`src/rtl/boot_pkg.sv`:
```
// Shared types and helpers for the power-up memory initialiser (boot_loader).
package boot_pkg;

    typedef enum logic [2:0] {
        ST_IDLE  = 3'd0,
        ST_SEL   = 3'd1,
        ST_LATCH = 3'd2,
        ST_WRITE = 3'd3,
        ST_NEXT  = 3'd4,
        ST_DONE  = 3'd5
    } state_t;

    localparam logic [7:0]  FILL_DEFAULT  = 8'hFF;
    localparam int unsigned SZ_MAX_IMAGES = 256;
    localparam int unsigned SZ_VECW       = 4 * SZ_MAX_IMAGES;

    // log2 byte size of image n from the packed 4-bit-per-image size vector
    function automatic logic [3:0] sz(input logic [SZ_VECW-1:0] sizes, input int unsigned n);
        if (n >= SZ_MAX_IMAGES) begin
            return 4'd0;
        end
        return sizes[4*n +: 4];
    endfunction

endpackage

```
`src/rtl/boot_decode.sv`:
```
// Destination address decode: which image slot, ROM offset, and whether the byte comes from ROM.
module boot_decode
    import boot_pkg::*;
#(
    parameter int unsigned       AW     = 19,
    parameter int unsigned       SLOTW  = 15,
    parameter int unsigned       IMAGES = 3,
    parameter logic [4*IMAGES-1:0] SIZES = {4'd13, 4'd15, 4'd14},
    parameter int unsigned       SELW   = (IMAGES > 1) ? $clog2(IMAGES) : 1
) (
    input  logic [AW-1:0]    i_addr,
    output logic             o_is_img,
    output logic [SELW-1:0]  o_rom_sel,
    output logic [SLOTW-1:0] o_rom_a
);

    localparam int unsigned SLOT_BITS = AW - SLOTW;

    logic [SLOT_BITS-1:0] w_slot;
    logic [SLOTW-1:0]     w_off;
    logic [3:0]           w_size;
    logic [SLOTW:0]       w_lim;
    logic                 w_in_range;

    assign w_slot     = i_addr[AW-1:SLOTW];
    assign w_off      = i_addr[SLOTW-1:0];
    assign w_in_range = (32'(w_slot) < IMAGES);
    assign w_size     = sz(SZ_VECW'(SIZES), 32'(w_slot));
    // limit is one bit wider than the offset so a full-slot image (size == SLOTW) fits
    assign w_lim      = (SLOTW+1)'(1) << w_size;

    assign o_is_img  = w_in_range && ({1'b0, w_off} < w_lim);
    assign o_rom_sel = SELW'(w_slot);
    assign o_rom_a   = w_off;

endmodule

```
`src/rtl/boot_loader.sv`:
```
// Power-up memory initialiser: walks 0..2**AW-1, copies ROM images into slots, fills the rest.
// Optional checksum output enabled by defining BOOT_LOADER_CHECKSUM_EN.
module boot_loader
    import boot_pkg::*;
#(
    parameter int unsigned         AW     = 19,
    parameter int unsigned         SLOTW  = 15,
    parameter int unsigned         IMAGES = 3,
    parameter logic [4*IMAGES-1:0] SIZES  = {4'd13, 4'd15, 4'd14},
    parameter logic [7:0]          FILL   = FILL_DEFAULT,
    parameter int unsigned         SELW   = (IMAGES > 1) ? $clog2(IMAGES) : 1
) (
    input  logic             clock,
    input  logic             reset,
    input  logic             enable,
    input  logic             start,
    output logic             busy,
    output logic             done,
    output logic [SELW-1:0]  romSel,
    output logic [SLOTW-1:0] romA,
    input  logic [7:0]       romQ,
    output logic             wr,
    output logic [AW-1:0]    wrA,
    output logic [7:0]       wrD,
    input  logic             wrRdy
`ifdef BOOT_LOADER_CHECKSUM_EN
    ,
    output logic [15:0]      sum
`endif
);

    localparam logic [AW-1:0] ADDR_LAST = '1;

    state_t           r_state, w_state_nxt;
    logic             r_busy, w_busy_nxt;
    logic             r_done, w_done_nxt;
    logic             r_wr, w_wr_nxt;
    logic [AW-1:0]    r_wrA, w_wrA_nxt;
    logic [7:0]       r_wrD, w_wrD_nxt;
    logic [SELW-1:0]  r_romSel, w_romSel_nxt;
    logic [SLOTW-1:0] r_romA, w_romA_nxt;
`ifdef BOOT_LOADER_CHECKSUM_EN
    logic [15:0]      r_sum, w_sum_nxt;
`endif

    logic [AW-1:0]    w_dec_a;
    logic             w_is_img;
    logic [SELW-1:0]  w_dec_sel;
    logic [SLOTW-1:0] w_dec_a_off;

    // In NEXT the ROM address for the following byte is set up early, so the
    // registered ROM has its data ready by the time LATCH samples romQ.
    assign w_dec_a = (r_state == ST_NEXT) ? (r_wrA + AW'(1)) : r_wrA;

    boot_decode #(
        .AW     (AW),
        .SLOTW  (SLOTW),
        .IMAGES (IMAGES),
        .SIZES  (SIZES),
        .SELW   (SELW)
    ) u_decode (
        .i_addr    (w_dec_a),
        .o_is_img  (w_is_img),
        .o_rom_sel (w_dec_sel),
        .o_rom_a   (w_dec_a_off)
    );

    // Next-state and datapath update; everything holds while enable is low.
    always_comb begin
        w_state_nxt  = r_state;
        w_busy_nxt   = r_busy;
        w_done_nxt   = r_done;
        w_wr_nxt     = r_wr;
        w_wrA_nxt    = r_wrA;
        w_wrD_nxt    = r_wrD;
        w_romSel_nxt = r_romSel;
        w_romA_nxt   = r_romA;
`ifdef BOOT_LOADER_CHECKSUM_EN
        w_sum_nxt    = r_sum;
`endif
        if (enable) begin
            case (r_state)
                ST_IDLE: begin
                    w_state_nxt = ST_SEL;
                    w_busy_nxt  = 1'b1;
                end
                ST_SEL: begin
                    if (w_is_img) begin
                        w_romSel_nxt = w_dec_sel;
                        w_romA_nxt   = w_dec_a_off;
                        w_state_nxt  = ST_LATCH;
                    end else begin
                        w_wrD_nxt   = FILL;
                        w_wr_nxt    = 1'b1;
                        w_state_nxt = ST_WRITE;
                    end
                end
                ST_LATCH: begin
                    w_wrD_nxt   = romQ;
                    w_wr_nxt    = 1'b1;
                    w_state_nxt = ST_WRITE;
                end
                ST_WRITE: begin
                    if (wrRdy) begin
                        w_wr_nxt    = 1'b0;
                        w_state_nxt = ST_NEXT;
`ifdef BOOT_LOADER_CHECKSUM_EN
                        w_sum_nxt   = r_sum + 16'(r_wrD);
`endif
                    end
                end
                ST_NEXT: begin
                    if (r_wrA == ADDR_LAST) begin
                        w_busy_nxt  = 1'b0;
                        w_done_nxt  = 1'b1;
                        w_state_nxt = ST_DONE;
                    end else begin
                        w_wrA_nxt   = r_wrA + AW'(1);
                        w_state_nxt = ST_SEL;
                        if (w_is_img) begin
                            w_romSel_nxt = w_dec_sel;
                            w_romA_nxt   = w_dec_a_off;
                        end
                    end
                end
                ST_DONE: begin
                    if (start) begin
                        w_wrA_nxt    = '0;
                        w_romSel_nxt = '0;
                        w_romA_nxt   = '0;
                        w_done_nxt   = 1'b0;
                        w_busy_nxt   = 1'b1;
                        w_state_nxt  = ST_SEL;
`ifdef BOOT_LOADER_CHECKSUM_EN
                        w_sum_nxt    = '0;
`endif
                    end
                end
                default: begin
                    w_state_nxt = ST_IDLE;
                end
            endcase
        end
    end

    always_ff @(posedge clock) begin
        if (reset) begin
            r_state  <= ST_IDLE;
            r_busy   <= 1'b0;
            r_done   <= 1'b0;
            r_wr     <= 1'b0;
            r_wrA    <= '0;
            r_wrD    <= '0;
            r_romSel <= '0;
            r_romA   <= '0;
`ifdef BOOT_LOADER_CHECKSUM_EN
            r_sum    <= '0;
`endif
        end else begin
            r_state  <= w_state_nxt;
            r_busy   <= w_busy_nxt;
            r_done   <= w_done_nxt;
            r_wr     <= w_wr_nxt;
            r_wrA    <= w_wrA_nxt;
            r_wrD    <= w_wrD_nxt;
            r_romSel <= w_romSel_nxt;
            r_romA   <= w_romA_nxt;
`ifdef BOOT_LOADER_CHECKSUM_EN
            r_sum    <= w_sum_nxt;
`endif
        end
    end

    assign busy   = r_busy;
    assign done   = r_done;
    assign wr     = r_wr;
    assign wrA    = r_wrA;
    assign wrD    = r_wrD;
    assign romSel = r_romSel;
    assign romA   = r_romA;
`ifdef BOOT_LOADER_CHECKSUM_EN
    assign sum    = r_sum;
`endif

endmodule

```
`config.mk`:
```
export PLATFORM = sky130hd
export DESIGN_NAME = boot_loader
export DESIGN_NICKNAME = d
export VERILOG_FILES = /design/src/rtl/boot_pkg.sv /design/src/rtl/boot_decode.sv /design/src/rtl/boot_loader.sv
export SDC_FILE = /design/constraint.sdc
export NUM_CORES = 1
export LEC_CHECK = 0
export CAP_MARGIN = 30
export CORE_ASPECT_RATIO = 1.4
export CORE_MARGIN = 2
export CORE_UTILIZATION = 57
export CTS_CLUSTER_SIZE = 16
export DETAILED_ROUTE_END_ITERATION = 8
export PLACE_DENSITY = 0.86
export SLEW_MARGIN = 15
export SYNTH_ARGS = -nofsm -noshare
export SYNTH_HDL_FRONTEND = slang
export SYNTH_SLANG_ARGS = --single-unit
```
`constraint.sdc`:
```
create_clock -name clock -period 7.7 [get_ports clock]
set_input_delay 1.54 -clock clock [delete_from_list [all_inputs] [get_ports clock]]
set_output_delay 1.54 -clock clock [all_outputs]
set_load 0.02 [all_outputs]
```
==> summary.txt <==
Critical path
  – Setup crit start kind: flip-flop
  – Critical path fanouts, max: 17
  – Setup CP Type: reg2reg
  – Nature of the critical path endpoint: flip-flop
  – CP max-delay cell: a21oi_4
  – Worst path buffer plus inverter count: 1
  – Worst EP arrival: approximately 5.4 ns
  – CP required: 7.93 ns
  – Crit-path cells: nand4_1 > nor3_2 > inv_1 > nor2_1 > nand2_1 > xnor2_1 > ha_1 > nor2b_1 > nand2_1 > ha_1 > a21o_1 > a21oi_1 > o211ai_1 > a221o_1 > o221ai_2 > nand3_1 > a21oi_4 > mux2i_1
  – Crit path max-delay family: compound AO/OA/AOI/OAI gates
  – Slowest stage delay, CP: 0.63 ns

Placement
  – RD Place Congestion: 0.950
  – Port Buffer Count: 59
  – Hpwl dp: 5940 um

Synth
  – Synth Area in XOR/XNOR: about 5.3%
  – Synth Area in Compound Gates: between 15 and 20%
  – Ys Warns: 0
  – Synth Flop Type: dfxtp_1
  – Cell Area, Synth: 3150 um^2
  – Largest family of logic cells by synthesized area: simple AND/OR/NAND/NOR gates
  – Syn avg cell area: slightly below 8 um^2
  – Area share of and/or/nand/nor cells after synthesis: 28.0%
  – Synth Register Bits: 50
  – Adder-Cell Fraction of Synth Area: between 6 and 7%
  – Register area share after synthesis: a little under a third
  – Post-Synthesis Cells: ~400
  – Post-synth EDFFs: 0
  – Unique masters post-synth: 51
  – Leading post-synthesis cells by cell area: dfxtp_1, ha_1, nand2_1, mux2i_1, nor2_1
  – Post-synth top area cell: dfxtp_1
  – Async SR Flop Fraction: 0%
  – Share of the synthesized area in the top cell type: about a third
  – Mux cell area share after synthesis: roughly 5.4%

Clock network
  – Htree depth: 2
  – Post_cts resized: 0
  – Clock slew at reported path FFs: ~0.10 ns
  – Clk Latency, worst-skew pair: between 0.3 and 0.4 ns
  – CTS max path bufs: 2
  – Post-CTS Hold Fix Bufs: 0
  – Clk sink count: 50
  – Num CTS Buffers: 5
  – Post-CTS setup buffers: 0
  – Root buf cell: clkbuf_8
  – CTS tree: yes

Detailed routing
  – Initial DRT Pass Iterations: 5
  – 1st-iter DRT viols: between 100 and 150
  – Via count normalized by instance count: approximately 5.9
  – Final ANT Viol Nets: 0
  – Avg WL per Cell: roughly 15 um
  – Post-route DRC: 0
  – Final Routed Wirelength: ~8000 um
  – Detailed-route via count: a little over 3000

Power
  – Gate power share: 9.8%
  – Leakage: between 0.001 and 0.0015 uW
  – Clock power share: between 30% and 40%
  – Cell-internal power: between 300 and 400 uW
  – Sw Ratio: 24.1%
  – PwrDens: 129 nW/um^2
  – Total Power: between 500 and 600 uW
  – Maximum VDD drop: 0.000109 V
  – Sequential share of power: a little over half
  – Switching pwr: between 100 and 150 uW

Cells and area
  – Inserted Diodes: 0
  – Most frequent cells in the layout: clkdlybuf4s50_1, dfxtp_1, nand2_1
  – Final net count: ~490
  – Post-layout util: 72.0%
  – Area growth syn-to-layout: 23.7%
  – Commonest non-fill, non-tap cell in the layout: clkdlybuf4s50_1
  – Share of layout cells above drive strength 1: a little over 5%

STA
  – Fmax: roughly 200 MHz
  – Max transition margin: 51.2%
  – Final setup vio count: 0
  – Final slew viol count: 0
  – Clk_skew: between 0.009 and 0.01 ns
  – Setup tns final: 0 ns
  – Fin crit share: ~67%
  – Final Critical Period: about 5.1 ns
  – Slew @ Worst Pin: between 0.7 and 0.8 ns
  – Final Hold Fails: 0
  – RSZ-0062 raised after global routing: no

GRT
  – Gr usage total: 28.3%
  – Antenna violations before repair: 0
  – First-pass GRT wire length: approximately 14000 um
  – Largest net degree at the start of global routing: between 50 and 60
  – Vias in the first global route: about 3000
  – Remaining Overflow, GRT: 0

Status
  – Outcome: completed

Floorplanning
  – Chip Width: approximately 67 um
  – Initial Util: between 50 and 60%
  – Total die area: around 6100 um^2
  – Height of the die: 91.9 um
  – Core Area: around 5400 um^2
  – I/O Pins: 60
  – Row count: 32

Worst hold path
  – Class of the worst hold path: reg2reg

Flow run
  – Maxcap violations: 0
==> logic make-up after synthesis <==
logic type	count (synthesis)
compound gates	87
xor+xnor	18
fa+ha+maj	17
buf+inv	36
flops	50
mux	17
other cells	1
simple gates	173
==> Yosys cell counts, drive strengths merged (4+ instances only) <==
| cell | count |
|---|---|
| nand2 | 46 |
| mux2i | 17 |
| nand2b | 20 |
| nor3 | 10 |
| a211oi | 12 |
| dfxtp | 50 |
| inv | 16 |
| nand3 | 13 |
| xnor2 | 13 |
| nor2 | 43 |
| a21o | 7 |
| nand4 | 11 |
| and3 | 8 |
| nor2b | 4 |
| xor2 | 5 |
| buf | 6 |
| o21ai | 17 |
| ha | 17 |
| a31oi | 5 |
| clkbuf | 14 |
| a21oi | 32 |
==> final cells by class <==
class / count / area (um^2)
Clock buffer: 5 / 68.8
Multi-Input combinational cell: 320 / 2020
Clock inverter: 3 / 40.0
Tap cell: 68 / 85.1
Timing Repair Buffer: 63 / 621
Sequential cell: 50 / 1000
Fill cell: 441 / 1510
Inverter: 16 / 60.1
==> power groups by stage <==
stage / clock network (uW) / registers (uW) / logic [uW]
after detailed placement: 0 / 274 / 49.0
after global routing: 198 / 269 / 53.9
after floorplan: 0 / 275 / 29.5
after global placement: 0 / 274 / 48.2
after CTS: 188 / 268 / 49.2
final: 185 / 268 / 49.1
==> worst min-delay path, cell delays in order, from the launching register on <==
cell,delay (ns)
dfxtp_1,0.32
inv_1,0.05
a211oi_1,0.05
==> path summary, 6_finish.rpt <==
kind | from | slack, ns | endpoint | cells after the start
min | wrD[4] | 0.46 | wrD[4] | 2
min reg2reg | wrD[4] | 0.46 | wrD[4] | 2
max | wrA[0] | 2.57 | romA[2] | 18
max reg2reg | wrA[0] | 2.57 | romA[2] | 18
==> metal layers <==
| metal | vias to the layer above | track usage (%) | part of all wire (%) |
|---|---|---|---|
| li1 | 1507 | - | - |
| met1 | 1434 | 32.7 | 38 |
| met2 | 144 | 47.8 | 51 |
| met3 | 28 | 5.64 | 7.4 |
| met4 | 0 | 15.3 | 3.8 |
| met5 | - | 0 | 0 |
==> through the flow <==
stage | setup WS [ns] | hold WS, ns | std cells | cell area [um^2]
after floorplan | 3.30 | 0.527 | 406 | 3170
after global placement | 2.92 | 0.440 | 517 | 3780
after detailed placement | 2.71 | 0.447 | 517 | 3780
after CTS | 2.67 | 0.463 | 525 | 3890
after global routing | 2.13 | 0.488 | 525 | 3890
final | 2.57 | 0.459 | 525 | 3890
==> sequential cells by signal (all words and copies together) (netlist names) <==
register and count:
busy 1, done 1, r_state 3, romA 15, romSel 2, wr 1
wrA 19, wrD 8
Power figures use the tool's default switching activity.
